===== src/rtl/tcam_arbiter_if.sv =====
// ---------------------------------------------------------------------------
// tcam_arbiter_if
// Bundles every bus between the arbiter and its neighbours:
//   r0_* / r1_*  : two request channels (valid/ready, op, addr, data)
//   rsp_*        : response channel back to the requesters (valid/ready)
//   t_*          : TCAM write/search ports and the TCAM search result
// Modports:
//   slave  : the arbiter side (tcam_arbiter)
//   master : the environment side (requesters, response consumer, TCAM)
// ---------------------------------------------------------------------------
interface tcam_arbiter_if;
  logic        r0_valid;
  logic        r0_ready;
  logic        r0_op;
  logic [3:0]  r0_addr;
  logic [15:0] r0_data;

  logic        r1_valid;
  logic        r1_ready;
  logic        r1_op;
  logic [3:0]  r1_addr;
  logic [15:0] r1_data;

  logic        rsp_valid;
  logic        rsp_ready;
  logic        rsp_id;
  logic        rsp_op;
  logic        rsp_found;
  logic [3:0]  rsp_addr;
  logic [15:0] rsp_data;

  logic        t_we;
  logic [3:0]  t_waddr;
  logic [15:0] t_data;
  logic        t_search;
  logic        t_found;
  logic [3:0]  t_saddr;
  logic [15:0] t_sdata;

  modport slave (
    input  r0_valid, r0_op, r0_addr, r0_data,
    output r0_ready,
    input  r1_valid, r1_op, r1_addr, r1_data,
    output r1_ready,
    output rsp_valid, rsp_id, rsp_op, rsp_found, rsp_addr, rsp_data,
    input  rsp_ready,
    output t_we, t_waddr, t_data, t_search,
    input  t_found, t_saddr, t_sdata
  );

  modport master (
    output r0_valid, r0_op, r0_addr, r0_data,
    input  r0_ready,
    output r1_valid, r1_op, r1_addr, r1_data,
    input  r1_ready,
    input  rsp_valid, rsp_id, rsp_op, rsp_found, rsp_addr, rsp_data,
    output rsp_ready,
    input  t_we, t_waddr, t_data, t_search,
    output t_found, t_saddr, t_sdata
  );
endinterface


===== src/rtl/tcam_arbiter.sv =====
// ---------------------------------------------------------------------------
// tcam_arbiter
// Arbitrates two requesters onto a single TCAM and returns one response per
// accepted request. A request is either a write (addr/data into the TCAM) or
// a search (data is the key). Only one request is in flight at a time.
//   clk   : single clock, rising edge
//   rst   : synchronous, active-high reset
//   bus   : tcam_arbiter_if.slave (request, response and TCAM ports)
//   busy  : high whenever the FSM is not idle
// Parameter RR_EN: 1 = round-robin on contention, 0 = requester 0 always wins.
// ---------------------------------------------------------------------------
module tcam_arbiter #(
  parameter bit RR_EN = 1'b1
) (
  input  logic           clk,
  input  logic           rst,
  tcam_arbiter_if.slave  bus,
  output logic           busy
);

  typedef enum logic [2:0] {
    S_IDLE,
    S_WRITE,
    S_SEARCH,
    S_CAPTURE,
    S_RESP
  } state_t;

  state_t state, state_nxt;

  // Requester granted by the most recent accept; drives round-robin.
  logic        last_id;

  // Request latched on the accept edge.
  logic        lat_id;
  logic        lat_op;
  logic [3:0]  lat_addr;
  logic [15:0] lat_data;

  // Response payload, stable through RESP.
  logic        found_q;
  logic [3:0]  addr_q;
  logic [15:0] data_q;

  logic        gnt0;
  logic        gnt1;
  logic        accept;
  logic        acc_op;
  logic [3:0]  acc_addr;
  logic [15:0] acc_data;

  // Grant: r1 wins when alone, or on contention when round-robin says it is
  // r1's turn (r0 was granted last). r0 wins every other valid case.
  always_comb begin
    gnt1     = bus.r1_valid && (!bus.r0_valid || (RR_EN && !last_id));
    gnt0     = bus.r0_valid && !gnt1;
    acc_op   = gnt1 ? bus.r1_op   : bus.r0_op;
    acc_addr = gnt1 ? bus.r1_addr : bus.r0_addr;
    acc_data = gnt1 ? bus.r1_data : bus.r0_data;
  end

  always_ff @(posedge clk) begin
    if (rst) state <= S_IDLE;
    else     state <= state_nxt;
  end

  always_comb begin
    // NOTE: every output gets a default before the case so no path through
    // this block leaves a signal unassigned, which would infer a latch.
    state_nxt    = state;
    accept       = 1'b0;
    bus.r0_ready = 1'b0;
    bus.r1_ready = 1'b0;
    bus.t_we     = 1'b0;
    bus.t_search = 1'b0;
    bus.t_waddr  = '0;
    bus.t_data   = '0;
    case (state)
      S_IDLE: begin
        bus.r0_ready = gnt0;
        bus.r1_ready = gnt1;
        accept       = gnt0 || gnt1;
        if (accept) begin
          if (acc_op) state_nxt = S_WRITE;
          else        state_nxt = S_SEARCH;
        end
      end
      S_WRITE: begin
        bus.t_we    = 1'b1;
        bus.t_waddr = lat_addr;
        bus.t_data  = lat_data;
        state_nxt   = S_RESP;
      end
      S_SEARCH: begin
        bus.t_search = 1'b1;
        bus.t_data   = lat_data;
        state_nxt    = S_CAPTURE;
      end
      S_CAPTURE: begin
        // Key stays on the bus while the TCAM result is sampled.
        bus.t_search = 1'b1;
        bus.t_data   = lat_data;
        state_nxt    = S_RESP;
      end
      S_RESP: begin
        if (bus.rsp_ready) state_nxt = S_IDLE;
      end
      default: state_nxt = S_IDLE;
    endcase
  end

  always_ff @(posedge clk) begin
    if (rst) begin
      // NOTE: the latched request and response registers are reset too, so
      // rsp_* read as zero after reset rather than holding stale data.
      last_id  <= 1'b1;
      lat_id   <= 1'b0;
      lat_op   <= 1'b0;
      lat_addr <= '0;
      lat_data <= '0;
      found_q  <= 1'b0;
      addr_q   <= '0;
      data_q   <= '0;
    end else begin
      // NOTE: non-blocking assignments so every register here samples the
      // pre-edge values regardless of statement order.
      if (accept) begin
        last_id  <= gnt1;
        lat_id   <= gnt1;
        lat_op   <= acc_op;
        lat_addr <= acc_addr;
        lat_data <= acc_data;
      end
      if (state == S_WRITE) begin
        found_q <= 1'b0;
        addr_q  <= lat_addr;
        data_q  <= lat_data;
      end
      if (state == S_CAPTURE) begin
        // On a miss the TCAM address/data ports are don't-care; report zeros.
        found_q <= bus.t_found;
        addr_q  <= bus.t_found ? bus.t_saddr : 4'h0;
        data_q  <= bus.t_found ? bus.t_sdata : 16'h0000;
      end
    end
  end

  assign bus.rsp_valid = (state == S_RESP);
  assign bus.rsp_id    = lat_id;
  assign bus.rsp_op    = lat_op;
  assign bus.rsp_found = found_q;
  assign bus.rsp_addr  = addr_q;
  assign bus.rsp_data  = data_q;
  assign busy          = (state != S_IDLE);

endmodule


===== src/flat_wrapper.sv =====
// flat-port wrapper written by rule: the top's interface ports become plain ports
module tcam_arbiter_flat 
#(
  parameter bit RR_EN = 1'b1
)
  (clk, rst, busy, bus_r0_valid, bus_r0_op, bus_r0_addr, bus_r0_data, bus_r0_ready, bus_r1_valid, bus_r1_op, bus_r1_addr, bus_r1_data, bus_r1_ready, bus_rsp_valid, bus_rsp_id, bus_rsp_op, bus_rsp_found, bus_rsp_addr, bus_rsp_data, bus_rsp_ready, bus_t_we, bus_t_waddr, bus_t_data, bus_t_search, bus_t_found, bus_t_saddr, bus_t_sdata);
  tcam_arbiter_if bus_i ();
  input  logic clk;
  input  logic rst;
  output logic busy;
  input wire logic [$bits(bus_i.r0_valid)-1:0] bus_r0_valid;
  input wire logic [$bits(bus_i.r0_op)-1:0] bus_r0_op;
  input wire logic [$bits(bus_i.r0_addr)-1:0] bus_r0_addr;
  input wire logic [$bits(bus_i.r0_data)-1:0] bus_r0_data;
  output wire logic [$bits(bus_i.r0_ready)-1:0] bus_r0_ready;
  input wire logic [$bits(bus_i.r1_valid)-1:0] bus_r1_valid;
  input wire logic [$bits(bus_i.r1_op)-1:0] bus_r1_op;
  input wire logic [$bits(bus_i.r1_addr)-1:0] bus_r1_addr;
  input wire logic [$bits(bus_i.r1_data)-1:0] bus_r1_data;
  output wire logic [$bits(bus_i.r1_ready)-1:0] bus_r1_ready;
  output wire logic [$bits(bus_i.rsp_valid)-1:0] bus_rsp_valid;
  output wire logic [$bits(bus_i.rsp_id)-1:0] bus_rsp_id;
  output wire logic [$bits(bus_i.rsp_op)-1:0] bus_rsp_op;
  output wire logic [$bits(bus_i.rsp_found)-1:0] bus_rsp_found;
  output wire logic [$bits(bus_i.rsp_addr)-1:0] bus_rsp_addr;
  output wire logic [$bits(bus_i.rsp_data)-1:0] bus_rsp_data;
  input wire logic [$bits(bus_i.rsp_ready)-1:0] bus_rsp_ready;
  output wire logic [$bits(bus_i.t_we)-1:0] bus_t_we;
  output wire logic [$bits(bus_i.t_waddr)-1:0] bus_t_waddr;
  output wire logic [$bits(bus_i.t_data)-1:0] bus_t_data;
  output wire logic [$bits(bus_i.t_search)-1:0] bus_t_search;
  input wire logic [$bits(bus_i.t_found)-1:0] bus_t_found;
  input wire logic [$bits(bus_i.t_saddr)-1:0] bus_t_saddr;
  input wire logic [$bits(bus_i.t_sdata)-1:0] bus_t_sdata;
  assign bus_i.r0_valid = bus_r0_valid;
  assign bus_i.r0_op = bus_r0_op;
  assign bus_i.r0_addr = bus_r0_addr;
  assign bus_i.r0_data = bus_r0_data;
  assign bus_r0_ready = bus_i.r0_ready;
  assign bus_i.r1_valid = bus_r1_valid;
  assign bus_i.r1_op = bus_r1_op;
  assign bus_i.r1_addr = bus_r1_addr;
  assign bus_i.r1_data = bus_r1_data;
  assign bus_r1_ready = bus_i.r1_ready;
  assign bus_rsp_valid = bus_i.rsp_valid;
  assign bus_rsp_id = bus_i.rsp_id;
  assign bus_rsp_op = bus_i.rsp_op;
  assign bus_rsp_found = bus_i.rsp_found;
  assign bus_rsp_addr = bus_i.rsp_addr;
  assign bus_rsp_data = bus_i.rsp_data;
  assign bus_i.rsp_ready = bus_rsp_ready;
  assign bus_t_we = bus_i.t_we;
  assign bus_t_waddr = bus_i.t_waddr;
  assign bus_t_data = bus_i.t_data;
  assign bus_t_search = bus_i.t_search;
  assign bus_i.t_found = bus_t_found;
  assign bus_i.t_saddr = bus_t_saddr;
  assign bus_i.t_sdata = bus_t_sdata;
  tcam_arbiter #(.RR_EN(RR_EN)) u_core (.clk(clk), .rst(rst), .bus(bus_i), .busy(busy));
endmodule

===== config.mk =====
export PLATFORM = sky130hd
export DESIGN_NAME = tcam_arbiter_flat
export DESIGN_NICKNAME = d
export VERILOG_FILES = /design/src/rtl/tcam_arbiter_if.sv /design/src/rtl/tcam_arbiter.sv /design/src/flat_wrapper.sv
export SDC_FILE = /design/constraint.sdc
export NUM_CORES = 1
export LEC_CHECK = 0
export CAP_MARGIN = 10
export CORE_ASPECT_RATIO = 1.1
export CORE_UTILIZATION = 44
export DETAILED_ROUTE_END_ITERATION = 8
export GPL_TIMING_DRIVEN = 0
export HOLD_SLACK_MARGIN = 0.12
export PLACE_DENSITY = 0.85
export SYNTH_ARGS = -nofsm -noshare
export SYNTH_HDL_FRONTEND = slang
export SYNTH_SLANG_ARGS = --single-unit

===== constraint.sdc =====
create_clock -name clk -period 2.5 [get_ports clk]
set_input_delay 0.5 -clock clk [delete_from_list [all_inputs] [get_ports clk]]
set_output_delay 0.5 -clock clk [all_outputs]
set_load 0.02 [all_outputs]

======== Word level (Yosys, flattened, before mapping) ========
Index checks and enable logic that the tools add are counted.
word-level totals
  register bits after elaboration ......... 47
  bits in latches ......................... 0
  RAM bits ................................ 0
  bits in read-only memories .............. 0
  input port bits ......................... 68
  output and inout port bits .............. 49
  memories ................................ 0
cells by class
  $add $sub $neg .......................... 0
  multiply operators ...................... 0
  divide/modulo/power cells ............... 0
  magnitude comparators ................... 0
  equality and inequality tests ........... 6
  shifts and indexed selects .............. 0
  multiplexer cells ....................... 22
  bitwise logic cells ..................... 0
  reduce and logical (&&, ||, !) cells .... 14
operators by type and width
  kind                                                  count
  2-to-1 mux 16 bit                                     5
  2-to-1 mux 4 bit                                      5
  one-hot mux 3 bit (4 select lines)                    1
  2-to-1 mux 1 bit                                      8
  equality test 3 x 2 -> 1 bit (second input constant)  2
  2-to-1 mux 3 bit                                      2
  != test 2 x 1 -> 1 bit (second input constant)        2
  OR reduction 2 bit                                    2
  equality test 3 x 1 -> 1 bit (second input constant)  1
  equality test 3 bit (second input constant)           1
  zero test 1 bit                                       3
  zero test 3 bit                                       1
  nonzero test 3 bit                                    1
  OR reduction 3 bit                                    1
  logical AND 1 bit                                     2
  logical OR 1 bit                                      2
  2-to-1 mux 2 bit                                      1
  AND reduction 2 bit                                   1
  nonzero test 2 bit                                    1

======== Logic depth before layout (Yosys ltp) ========
  depth in word-level cells ............... 8
  mapped depth ............................ 6
  mapped depth without buffers ............ 4

======== Worst setup path after synthesis ========
No wires, ideal clock.
  path type ............................... register to output
  start point ............................. register u_core.state[2]
  end point ............................... output bus_t_waddr[0]
  arrival ................................. 1,491 ps
  required time ........................... 2,000 ps
  slack ................................... 509 ps
  stages on the path, launching flop included .. 4
  path through ............................ dfxtp_1 -> buf_2 -> nor3b_1 -> and2_1
on the way
  longest elaborated chain between the ends .. 2
RTL lines
  item                          RTL line            source
  start, declared               tcam_arbiter.sv:29  state_t state, state_nxt;
  start signal, assigned        tcam_arbiter.sv:64  else state <= state_nxt;
  equality test 3 x 1 -> 1 bit  tcam_arbiter.sv:78  case (state)
  2-to-1 mux 4 bit              tcam_arbiter.sv:78
  end, declared                 flat_wrapper.sv:29  output wire logic [$bits(bus_i.t_waddr)-1:0] bus_t_waddr;
No other way between the ends.

======== Final worst setup path ========
  start point ............................. input bus_r1_valid
  end point ............................... output bus_r0_ready
on the way
  longest elaborated chain between the ends .. 4
RTL lines
  item               RTL line            source
  start, declared    flat_wrapper.sv:16  input wire logic [$bits(bus_i.r1_valid)-1:0] bus_r1_valid;
  logical AND 1 bit  tcam_arbiter.sv:55  gnt1 = bus.r1_valid && (!bus.r0_valid || (RR_EN && !last_id));
  zero test 1 bit    tcam_arbiter.sv:56  gnt0 = bus.r0_valid && !gnt1;
  logical AND 1 bit  tcam_arbiter.sv:56
  2-to-1 mux 1 bit   tcam_arbiter.sv:78
  end, declared      flat_wrapper.sv:15  output wire logic [$bits(bus_i.r0_ready)-1:0] bus_r0_ready;
No other way between the ends.

==> impl_metrics.json <==
{
  "status": "finished clean",
  "final_cell_mix": "clkdlybuf4s50_1 (102), dfxtp_1 (46), inv_1 (25)",
  "hold_class": "register to register",
  "viasPerCell": 5.26,
  "rsz0062_at_grt": "false",
  "drt-initial-drc-count": 108,
  "tightest_slew_ns": 0.530,
  "placedCellCount": 458,
  "h-tree-depth": 2,
  "wl_per_cell_um": 15.3,
  "route.detailed.drc": 0,
  "cts_tree": "done",
  "drtAntennaViolNets": 0,
  "synth_nets": 340,
  "setup_ws_ns": 0.0921,
  "cts-root-buf": "clkbuf_8",
  "ctsHoldBuffers": 0,
  "fin_crit_sh": 0.963,
  "drv_cap": 0,
  "grt_max_degree": 14,
  "endpoint_kind": "output pin",
  "grt_first_pass_wirelength_um": 11300,
  "clk_pin_slew_ns": 0.09,
  "synth.distinct_cells": 34,
  "critPathSlowestCell": "clkdlybuf4s50_1",
  "cp_num_buf_inv": 3,
  "insertedDiodeCount": 0,
  "port_buffers": 114,
  "grt_pass1_vias": 2354,
  "grt_antenna_before_repair": 0,
  "syn_area_mm2": 0.00237,
  "stdcell_count": 464,
  "startpoint_type": "input pin",
  "vdd_drop_max_uv": 322,
  "fin_crit_ns": 2.41,
  "vias": 2442,
  "skew_ns": 0.00913,
  "dieArea_mm2": 0.00568,
  "row_count": 27,
  "dr.pass1.iters": 4,
  "setup-tns-final_ns": 0,
  "crit_fanout": 10,
  "dp_hpwl_um": 5640,
  "track_usage": 0.256,
  "io_pins": 117,
  "final_common_cell": "clkdlybuf4s50_1",
  "overflow": 0,
  "fp.dieH_um": 79.0,
  "syn-instance-count": 272,
  "nets": 460,
  "powerDensity_mw_per_mm2": 626,
  "worstPathArrival_ns": 1.91,
  "crit_type": "input pin to output pin",
  "start_util": 0.465,
  "setup_violations": 0,
  "cts_inserted_buffers": 5,
  "dp_slack_ns": -0.362,
  "cts.sinks": 47,
  "die_w_um": 72.0,
  "crit_family": "buffers and inverters",
  "cp.required_ns": 2.00,
  "drv_slew": 0,
  "area.growth.synth_to_final_pct": 56.2,
  "ys_seq_elements": 47,
  "path_cells": "clkdlybuf4s50_1 > nand2b_2 > buf_2 > and3_1 > dlygate4sd2_1",
  "syn_area_per_cell_um2": 8.71,
  "core_mm2": 0.00510,
  "critical_path.max_stage_delay_ns": 0.47,
  "hold_viol": 0,
  "cts_buffer_depth": 2,
  "place_congestion": 0.857,
  "fmax_mhz": 415,
  "ys.warnings.count": 0,
  "relSlewSlack": 0.647,
  "seq_area_frac_synth": 0.397,
  "p_leak_nw": 1.47,
  "worst_skew_pair.late_latency_ns": 0.30,
  "drive_gt1_frac": 0.0791,
  "routed_wl_um": 7090
}
[where the power goes]
part,switching [mW],internal (mW)
registers,0.0734,0.854
logic,0.428,0.420
clock network,0.247,0.293
total,0.748,1.57
[synthesized netlist by cell type]
cell / n / area (um^2)
nor3_4: 1 / 16.3
a21oi_1: 21 / 105
a21boi_1: 1 / 7.51
nor3_1: 1 / 5.00
and3_1: 1 / 6.26
clkbuf_1: 16 / 60.1
nand3_1: 2 / 10.0
buf_2: 9 / 45.0
a21boi_0: 1 / 7.51
nor2_4: 1 / 11.3
a221oi_1: 1 / 8.76
a211o_1: 1 / 8.76
nor2_1: 25 / 93.8
a31oi_1: 1 / 6.26
nor2b_1: 20 / 125
a41oi_1: 20 / 175
nand2b_1: 3 / 18.8
o221a_1: 20 / 225
o21a_1: 1 / 7.51
inv_2: 1 / 3.75
a32o_1: 1 / 10.0
inv_1: 25 / 93.8
nand2_2: 1 / 6.26
mux2i_1: 1 / 10.0
dfxtp_1: 47 / 941
a311oi_1: 1 / 8.76
a32oi_1: 1 / 8.76
nor3b_1: 1 / 7.51
nand2_1: 1 / 3.75
o21ai_1: 1 / 5.00
buf_6: 4 / 45.0
a211oi_1: 18 / 135
or4b_1: 1 / 10.0
and2_1: 22 / 138
[state kept, by name (all words and copies together) (netlist names)]
name,cells
u_core.bus.rsp_addr,4
u_core.bus.rsp_data,16
u_core.bus.rsp_found,1
u_core.bus.rsp_id,1
u_core.bus.rsp_op,1
u_core.last_id,1
u_core.lat_addr,4
u_core.lat_data,16
u_core.state,3
[worst paths after layout]
| kind | start | to | slack [ns] | cells after the start |
|---|---|---|---|---|
| hold reg to reg | u_core.bus.rsp_id | u_core.bus.rsp_id | 0.47 | 2 |
| hold / removal | u_core.bus.rsp_id | u_core.bus.rsp_id | 0.47 | 2 |
| setup reg to reg | u_core.state[1] | u_core.lat_addr[0] | 0.96 | 5 |
| setup / recovery | bus_r1_valid | bus_r0_ready | 0.09 | 5 |
[metrics by stage]
| step | utilization | hold WS (ns) | area [um^2] | total power, mW |
|---|---|---|---|---|
| 5_1_grt | 0.726 | 0.512 | 3700 | 2.43 |
| 2_1_floorplan | - | 0.450 | 2370 | 1.41 |
| 4_1_cts | 0.726 | 0.473 | 3700 | 2.32 |
| 3_5_place_dp | 0.706 | 0.461 | 3600 | 1.80 |
| 6_report | 0.726 | 0.472 | 3700 | 2.32 |
| 3_3_place_gp | 0.706 | 0.460 | 3600 | 1.78 |
[tightest hold or removal path, delay by kind of cell (launching register included)]
family / cells / cell delay, ns
flops: 1 / 0.33
compound gates: 1 / 0.05
simple gates: 1 / 0.05
[routing by layer]
| layer | vias to the layer above | global-route usage | wire [um] | part of all wire |
|---|---|---|---|---|
| met1 | 1121 | 0.311 | 3080 | 0.43 |
| li1 | 1219 | - | - | - |
| met3 | 16 | 0.0406 | 332 | 0.047 |
| met5 | - | 0 | 0 | 0 |
| met2 | 86 | 0.448 | 3500 | 0.49 |
| met4 | 0 | 0.104 | 176 | 0.025 |
[kinds of logic (layout without fill, tap and decap cells)]
family	after synthesis	in the layout	share of synthesized area
compound gates	89	89	0.304
buf+inv	55	175	0.105
flops	47	47	0.397
mux	1	1	0.00422
simple gates	80	80	0.191
[cell type report]
type	count	area, um^2
Sequential cell	47	942
Fill cell	410	1400
Clock buffer	6	72.6
Inverter	26	97.6
Timing Repair Buffer	114	1120
Tap cell	72	90.1
Clock inverter	1	30.0
Multi-Input combinational cell	170	1190
Buffer	28	151
[repair_timing]
| action | in CTS | in global routing |
|---|---|---|
| gates resized for setup | 19 | 4 |
| setup buffers | 0 | 0 |
| cloned | 0 | 0 |
| setup endpoints to repair | 17 | 2 |
(Power assumes the default switching activity.)
==> variant, RTL diff (same flow settings) <==
Reset style: asynchronous (`rst`), changed in 2 clocked blocks. Comments in the files are not updated.
--- a/src/rtl/tcam_arbiter.sv
+++ b/src/rtl/tcam_arbiter.sv
@@ -59,7 +59,7 @@
     acc_data = gnt1 ? bus.r1_data : bus.r0_data;
   end
 
-  always_ff @(posedge clk) begin
+  always_ff @(posedge clk or posedge rst) begin
     if (rst) state <= S_IDLE;
     else     state <= state_nxt;
   end
@@ -109,7 +109,7 @@
     endcase
   end
 
-  always_ff @(posedge clk) begin
+  always_ff @(posedge clk or posedge rst) begin
     if (rst) begin
       // NOTE: the latched request and response registers are reset too, so
       // rsp_* read as zero after reset rather than holding stale data.
Behaviour: differs if rst is asserted again (counterexample within 4 cycles, from zero or initial values and one cycle with rst high); with rst held inactive, the same outputs for 10 cycles.
==> variant against the original RTL <==
Sequential cell count stayed put. Routed wire length is 7.4% lower. Non-clock buffer count is 6 lower. Setup slack better by 0.0044 ns. Design area is 0.61% higher. Die area is 0.62% lower. Utilization is 0.93 points higher. Synthesized area is 0.63% lower.
Power is not compared: it rests on default switching activity, and its combinational part moved more than twofold at a synthesized area within 25%.
==> variant: results (changes against the original RTL) <==
Drt
The routed via count is 2199 (-10%). The starting DRC count in detailed routing is 102 (-5.6%). The aggregate routed wire length came to 6560 µm (-7.4%). The ratio of routed vias to standard cells came to 5.24 (-0.52%). The number of detailed-route iterations in the first pass is 4 (unchanged).

Clocking
The number of clock buffers inserted by TritonCTS is 5 (unchanged). The root cell of the clock tree is clkbuf_8. The level count of the clock H-tree is 2 (unchanged). The number of buffers added to fix hold violations after cts came to 0 (unchanged). The later-pin clock latency in the skew report is 0.30 ns (about the same).

The buffer levels on the longest clock path was 2 (unchanged). The clock transition at the register clock pins on the worst setup and hold paths after CTS is 0.08 ns.

Status
The run finished with clean final reports.

Placement
The final HPWL from detailed placement is 5250 µm (-7.0%). The count of placed standard cells including taps is 413 (-9.8%). The placement-stage cell area was 3610 µm² (+0.21%). The worst setup slack after placement came to -0.332 ns (+0.0301 ns).

The number of buffer cells added on primary ports is 116 (+1.8%). The weighted congestion reported at the end of routability-driven placement is 0.790 (-7.8%).

Synth
The number of warning messages in the yosys log is 0 (unchanged). The share of flip-flops with an asynchronous set or reset is 1.00 (+1.00). The number of distinct library cell variants in the gate-level netlist after synthesis is 30 (-12%). The portion of the post-synthesis area used by sequential elements came to 0.500 (+0.103). The commonest cells after synthesis are 46 x dfrtp_1, 22 x and2_1, 22 x nand2_1, 22 x nor2b_1. In the post-synthesis netlist, the biggest area contributors are dfrtp_1 49%, o221a_2 9.1%, and2_1 5.8%, nor2b_1 5.8%, or3_1 5.3%. The post-synth net total is 306 (-10%). The number of standard cells after synthesis is 238 (-13%).

Worst setup path
The arrival time reported for the critical path endpoint is 1.90 ns. The critical-path maximum fanout is 10 (unchanged). The category of cells accounting for the largest share of critical-path delay is buffers and inverters. For this design, the slowest cell found on the critical path is clkdlybuf4s50_1.

The longest individual stage delay on the worst path is 0.54 ns (+0.07 ns).

Pwr
Across the VDD grid, the largest voltage drop is 602 µV. The static power due to leakage is approximately 1.7 nW. The analysis attributes to net switching a power of between 1.5 and 2 mW. The combinational group share of total power is 0.606.

Global route
The wire length of the first global-routing pass was 10700 µm (-5.3%). The maximum number of pins on one net before global-route repair was 29 (+15). The initial antenna violation count was 0 (unchanged). The total routing usage reported by global routing is 0.244 (-0.0118).

Cells and area
The share of post-route cells with drive strength above 1 is 0.127 (+0.0480). The antenna diode count is 0 (unchanged). The number of nets at the end of the flow is 430 (-6.5%).

STA
The final clock skew is 0.00370 ns (-0.00543 ns). The max-slew violation total from the final report is 0 (unchanged). The headroom to the max-slew limit is 0.705 (+0.0576).

Hold path
The type of the most critical hold path is flop to flop.
variant: timing repair:
action | in CTS | in global routing
pin swaps | 1 | 0
gates resized for setup | 13 | 12
endpoints found under the setup margin | 19 | 11
buffers inserted | 1 | 0
variant: area by class of cell:
type | count | area (µm²)
Fill cell | 410 | 1340
Timing Repair Buffer | 118 | 1200
Sequential cell | 47 | 1180
Multi-Input combinational cell | 168 | 1060
Buffer | 18 | 106
Clock buffer | 6 | 82.6
Tap cell | 58 | 72.6
Inverter | 4 | 15.0
Clock inverter | 1 | 5.00
variant: cell families after synthesis:
| kind of cell | synth area share |
|---|---|
| muxes | 0.00478 |
| AOI/OAI and AO/OA | 0.211 |
| buffers and inverters | 0.0505 |
| and+or+nand+nor | 0.234 |
| DFF | 0.500 |
variant: per-layer routing:
layer | track usage | share of wire
met5 | 0 | 0
met4 | 0.0922 | 0.029
met3 | 0.0343 | 0.037
met2 | 0.421 | 0.51
met1 | 0.312 | 0.43
variant: power groups by stage:
stage | Clock, mW | Sequential, mW | Combinational (mW)
finish | 0.467 | 1.40 | 2.87
global route | 0.508 | 1.45 | 3.10
CTS | 0.477 | 1.40 | 2.91
detailed placement | 0 | 1.41 | 2.91
global placement | 0 | 1.39 | 2.85
floorplan | 0 | 1.56 | 1.52
variant: path summary, 6_finish.rpt:
check                                       startpoint                endpoint  slack (ns)  cells after the start
worst max register to register         u_core.state[1]     u_core.lat_data[11]        0.85                      5
worst min-delay path            u_core.bus.rsp_data[3]  u_core.bus.rsp_data[3]        0.48                      2
worst max-delay path                   u_core.state[1]           bus_t_data[4]         0.1                      6
worst min register to register  u_core.bus.rsp_data[3]  u_core.bus.rsp_data[3]        0.48                      2
min in group asynchronous                          rst  u_core.bus.rsp_data[8]        0.51                      2
max in group asynchronous                          rst          u_core.last_id        1.43                      3
